$ cat src/rtl/add_round_key_stream.sv
// Streaming AddRoundKey stage: XORs state with a round subkey, tags each beat with
// its round index and buffers results in a small circular FIFO for backpressure.
module add_round_key_stream #(
  parameter int NB    = 4,
  parameter int NR    = 10,
  parameter int DEPTH = 2
) (
  input  logic                         clk,
  input  logic                         reset,
  input  logic                         in_valid,
  output logic                         in_ready,
  input  logic [32*NB-1:0]             in_state,
  input  logic [32*NB-1:0]             in_key,
  input  logic                         in_first,
  input  logic                         bypass,
  output logic                         out_valid,
  input  logic                         out_ready,
  output logic [32*NB-1:0]             out_state,
  output logic [$clog2(NR+1)-1:0]      out_round,
  output logic                         out_last,
  output logic                         done,
  output logic                         err,
  output logic [$clog2(DEPTH+1)-1:0]   level
);

  localparam int DW = 32 * NB;
  localparam int RW = $clog2(NR + 1);
  localparam int LW = $clog2(DEPTH + 1);
  localparam int PW = $clog2(DEPTH);

  localparam logic [RW-1:0] LAST_TAG = RW'(NR);
  localparam logic [LW-1:0] FULL     = LW'(DEPTH);

  logic [DW-1:0] data_q  [DEPTH];
  logic [RW-1:0] round_q [DEPTH];

  logic [PW-1:0] wr_ptr;
  logic [PW-1:0] rd_ptr;
  logic [LW-1:0] level_q;

  logic          idle_q;
  logic [RW-1:0] exp_q;
  logic          err_q;
  logic          done_q;

  logic          accept;
  logic          pop;
  logic [RW-1:0] tag;
  logic [DW-1:0] result;
  logic [DW-1:0] head_state;
  logic [RW-1:0] head_round;

  // in_ready depends on occupancy only, so downstream ready never ripples upstream.
  assign in_ready  = (level_q < FULL);
  assign out_valid = (level_q != '0);
  assign accept    = in_valid && in_ready;
  assign pop       = out_valid && out_ready;

  // A beat starting a block, or arriving while no block is open, is round 0.
  assign tag    = (in_first || idle_q) ? '0 : exp_q;
  assign result = bypass ? in_state : (in_state ^ in_key);

  assign head_state = data_q[rd_ptr];
  assign head_round = round_q[rd_ptr];

  // Head fields are forced to zero when empty so stale storage never leaks out.
  assign out_state = out_valid ? head_state : '0;
  assign out_round = out_valid ? head_round : '0;
  assign out_last  = out_valid && (head_round == LAST_TAG);

  assign done  = done_q;
  assign err   = err_q;
  assign level = level_q;

  // NOTE: buffer storage has no reset; out_valid gating hides its contents when empty.
  always_ff @(posedge clk) begin
    if (accept) begin
      data_q[wr_ptr]  <= result;
      round_q[wr_ptr] <= tag;
    end
  end

  // NOTE: all state below uses non-blocking assignments so every register samples
  // pre-edge values, independent of statement order within the block.
  always_ff @(posedge clk or negedge reset) begin
    if (!reset) begin
      wr_ptr  <= '0;
      rd_ptr  <= '0;
      level_q <= '0;
      idle_q  <= 1'b1;
      exp_q   <= '0;
      err_q   <= 1'b0;
      done_q  <= 1'b0;
    end else begin
      done_q <= pop && out_last;

      if (accept) begin
        wr_ptr <= wr_ptr + PW'(1);
        if (tag == LAST_TAG) begin
          idle_q <= 1'b1;
        end else begin
          idle_q <= 1'b0;
          exp_q  <= tag + RW'(1);
        end
        if (!in_first && idle_q) begin
          err_q <= 1'b1;
        end
      end

      if (pop) begin
        rd_ptr <= rd_ptr + PW'(1);
      end

      case ({accept, pop})
        2'b10:   level_q <= level_q + LW'(1);
        2'b01:   level_q <= level_q - LW'(1);
        default: level_q <= level_q;
      endcase
    end
  end

endmodule

$ cat config.mk
export PLATFORM = sky130hd
export DESIGN_NAME = add_round_key_stream
export DESIGN_NICKNAME = d
export VERILOG_FILES = /design/src/rtl/add_round_key_stream.sv
export SDC_FILE = /design/constraint.sdc
export NUM_CORES = 1
export LEC_CHECK = 0
export BUFFER_PORTS_ARGS = -buffer_cell sky130_fd_sc_hd__buf_2
export CORE_ASPECT_RATIO = 0.5
export CORE_MARGIN = 8
export CORE_UTILIZATION = 51
export DETAILED_ROUTE_END_ITERATION = 8
export HOLD_SLACK_MARGIN = 0.05
export PLACE_DENSITY = 0.8
export SLEW_MARGIN = 15
export SYNTH_ARGS = -nofsm -noshare
export SYNTH_HDL_FRONTEND = slang
export SYNTH_SLANG_ARGS = --single-unit
$ cat constraint.sdc
create_clock -name clk -period 7.65 [get_ports clk]
set_clock_uncertainty 0.2 [all_clocks]
set_input_delay 1.1475 -clock clk [delete_from_list [all_inputs] [get_ports clk]]
set_output_delay 1.1475 -clock clk [all_outputs]
set_load 0.01 [all_outputs]
==> flow_summary_export.csv <==
group,metric,value,unit
logic_synthesis,ys_types,33,
timing,final-max-slew-violation-count,0,
final_layout,design_area,15500,um2
timing,slew_headroom,0.368,
detailed_routing,drc_errors,0,
cts,clk_path_buf_depth,3,
die,initial_core_util,0.522,
worst_setup_path,crit_type,"flip-flop to primary output",
logic_synthesis,synthCells,888,
logic_synthesis,synth.yosys.seq_area_share,0.651,
logic_synthesis,syn-num-nets,1153,
logic_synthesis,synthAdderAreaFrac,0.00298,
worst_setup_path,cpPeakStageDelay,0.72,ns
grt,grt_first_pass_wirelength,45.4,mm
power_and_ir_drop,combPwrFrac,0.369,
logic_synthesis,synth_edf_count,264,
final_layout,layout-drive-gt1-share,0.345,
logic_synthesis,avgSynthCellArea,14.2,um2
placement,gp_congestion,0.825,
grt,grt_max_degree,129,
cts,cts_tree,"built",
detailed_routing,vias,7956,
final_layout,multi_input_area,4040,um2
grt,grt_pass1_vias,8496,
logic_synthesis,synthSimpleGateAreaFrac,0.114,
timing,setup_viol,0,
final_layout,syn2layout_area_growth,23.1,%
timing,fmax,236,MHz
worst_setup_path,endpoint_kind,"primary output",
placement,placed_area,14800,um2
power_and_ir_drop,intPower,0.00338,W
placement,pre_cts_slack,3.90,ns
worst_setup_path,arrival,2.88,ns
cts,cts_setup_buffers,0,
cts,cts.sinks,275,
grt,track_usage,0.186,
final_layout,fillers,1850,
logic_synthesis,async_flop_share,0.0400,
detailed_routing,antenna_left,0,
worst_setup_path,critPathMaxFanout,72,
grt,antenna_found_initial,2,
cts,cts_root_buf,"clkbuf_16",
timing,finalHoldViolations,0,
worst_setup_path,cp_slowest_cell,"buf_4",
timing,grt_setup_unrepaired,"false",
logic_synthesis,synth_xor_area_frac,0.0925,
power_and_ir_drop,leakagePower,6.40,nW
detailed_routing,avgRoutedWirePerCell,18.0,um
cts,postCtsResizedCells,0,
power_and_ir_drop,p_per_area,334,nW/um2
power_and_ir_drop,irDropWorstVdd,0.184,mV
die,coreArea,24100,um2
detailed_routing,drt_iter0_markers,426,
power_and_ir_drop,power.net_switching,0.00180,W
timing,hold_ws,0.258,ns
cts,cts-hold-fix-buffers,0,
placement,io_buffers,400,
worst_setup_path,path_cells,"nor2_4 -> buf_4 -> buf_4 -> inv_1 -> nand2_1 -> nor2_1 -> buf_2",
power_and_ir_drop,clkPwrFrac,0.219,
worst_setup_path,crit_family,"buffers and inverters",
logic_synthesis,synth_compound_area_frac,0.00437,
logic_synthesis,yosys_warnings,0,
status,status,"completed",
timing,layout_setup_ws,3.42,ns
logic_synthesis,muxShareOfSynthArea,0.106,
cts,clkLatencyLatePin,0.52,ns
worst_setup_path,crit_top_cell,"buf_4",
final_layout,nets,1544,
worst_hold_path,hp-class,"flip-flop to flip-flop",
logic_synthesis,ys.flop_type,"edfxtp_1",
power_and_ir_drop,switching_share,0.348,
worst_setup_path,cp.required,6.30,ns
timing,tightest_slew,0.947,ns
detailed_routing,drt-pass1-iter-count,4,
placement,post-dp-hpwl,21.2,mm
timing,tns,0,ns
detailed_routing,via_per_inst,4.87,
cts,clk_pin_slew,0.06,ns
die,dieArea,30300,um2
timing,period_needed,4.23,ns
die,die_w,238,um
logic_synthesis,synth-seq-cells,275,
logic_synthesis,synth_top_family_by_area,"simple AND/OR/NAND/NOR gates",
cts,cts_made_buffers,25,
detailed_routing,routed_wl,29.5,mm
die,dieHeight,127,um
worst_setup_path,critPathLaunchType,"flip-flop",
cts,htree_levels,1,
final_layout,regArea,8210,um2
logic_synthesis,synth.cell_area,12600,um2
grt,gr-total-overflow,0,
worst_setup_path,worst-path-buf-inv,4,
timing,min_period_over_period,0.553,
flow_run,maxCapViolations,0,
die,rows,40,
die,io_pins,401,
power_and_ir_drop,share_seq_of_total_power,0.413,
==> worst paths after layout <==
kind	start	end	slack [ns]	cells past startpoint
setup / recovery	level[1]	out_last	3.42	7
hold / removal	err	err	0.26	1
setup reg to reg	level[1]	level[1]	4.50	9
hold reg to reg	err	err	0.26	1
max in group asynchronous	reset	idle_q	6.68	1
min in group asynchronous	reset	done	0.29	1
==> cell type report <==
class                           instances  area share
Timing Repair Buffer                  407       0.134
Inverter                                8     0.00194
Clock inverter                         10     0.00363
Antenna cell                            2    0.000323
Multi-Input combinational cell        562       0.261
Sequential cell                       275       0.529
Clock buffer                           34      0.0432
Tap cell                              336      0.0271
==> synthesized netlist by cell type, drive strengths merged, types with 2 or more instances <==
cell type | number | share of area
clkbuf | 13 | 0.0039
ha | 3 | 0.0030
dfrtp | 10 | 0.020
edfxtp | 264 | 0.63
nor3 | 2 | 0.00079
a21oi | 3 | 0.0012
nand2b | 128 | 0.064
and2 | 2 | 0.00099
nor2 | 139 | 0.042
nand3 | 2 | 0.00079
xnor2 | 133 | 0.092
buf | 30 | 0.023
mux2i | 132 | 0.10
nand2 | 6 | 0.0018
inv | 8 | 0.0024
==> through the flow <==
step	utilization	power, W	instances
CTS	0.643	0.00526	1632
floorplan	-	0.00346	888
global route	0.643	0.00545	1634
finish	0.643	0.00518	1634
detailed placement	0.613	0.00412	1588
global placement	0.613	0.00407	1588
==> cell families (layout without fill, tap and decap cells) <==
| logic type | after synthesis | after routing |
|---|---|---|
| compound gates | 8 | 8 |
| xor+xnor | 133 | 133 |
| fa+ha+maj | 3 | 3 |
| buf+inv | 51 | 459 |
| flops | 275 | 275 |
| mux | 133 | 133 |
| other cells | 0 | 2 |
| simple gates | 285 | 285 |
==> registers in the layout, indices dropped and copies added (netlist names) <==
signal   cells
data_q     256
done         1
err          1
exp_q        4
idle_q       1
level        2
rd_ptr       1
round_q      8
wr_ptr       1
==> worst reg2reg max path, delay by kind of cell, from the launching register on <==
family	cells	cell delay, ns
adder cells (fa/ha/maj)	1	0.31
AND/OR/NAND/NOR	3	0.46
flip-flops	1	0.45
XOR/XNOR	1	0.13
buffers and inverters	4	1.52
==> metal layers <==
metal | wire length (um) | up-vias | part of all wire | GRT usage
li1 | - | 3856 | - | -
met1 | 11000 | 3873 | 0.37 | 0.206
met2 | 16500 | 178 | 0.56 | 0.358
met3 | 1110 | 49 | 0.038 | 0.0341
met4 | 828 | 0 | 0.028 | 0.0618
met5 | 0 | - | 0 | 0
==> power by group through the flow <==
| stage | sequential, W | combinational, W | clock [W] |
|---|---|---|---|
| detailed placement | 0.00217 | 0.00195 | 0 |
| global route | 0.00216 | 0.00207 | 0.00122 |
| CTS | 0.00214 | 0.00195 | 0.00116 |
| finish | 0.00214 | 0.00191 | 0.00113 |
| floorplan | 0.00216 | 0.00130 | 0 |
| global placement | 0.00215 | 0.00192 | 0 |
==> layout by cell type (no fill, tap or decap), types with 2 or more instances in the layout <==
| cell | count |
|---|---|
| clkinv_1 | 4 |
| xnor2_1 | 133 |
| and2_1 | 2 |
| inv_1 | 7 |
| edfxtp_1 | 264 |
| diode_2 | 2 |
| buf_2 | 400 |
| clkbuf_16 | 25 |
| clkinvlp_4 | 2 |
| buf_4 | 5 |
| dfrtp_1 | 9 |
| nand2_1 | 6 |
| nor2_4 | 3 |
| nand2b_1 | 128 |
| clkbuf_1 | 8 |
| buf_12 | 2 |
| a21oi_1 | 3 |
| nand3_1 | 2 |
| nor2_1 | 135 |
| mux2i_1 | 132 |
| nor3_1 | 2 |
| clkinv_2 | 3 |
| ha_1 | 3 |
(Power assumes the default switching activity.)
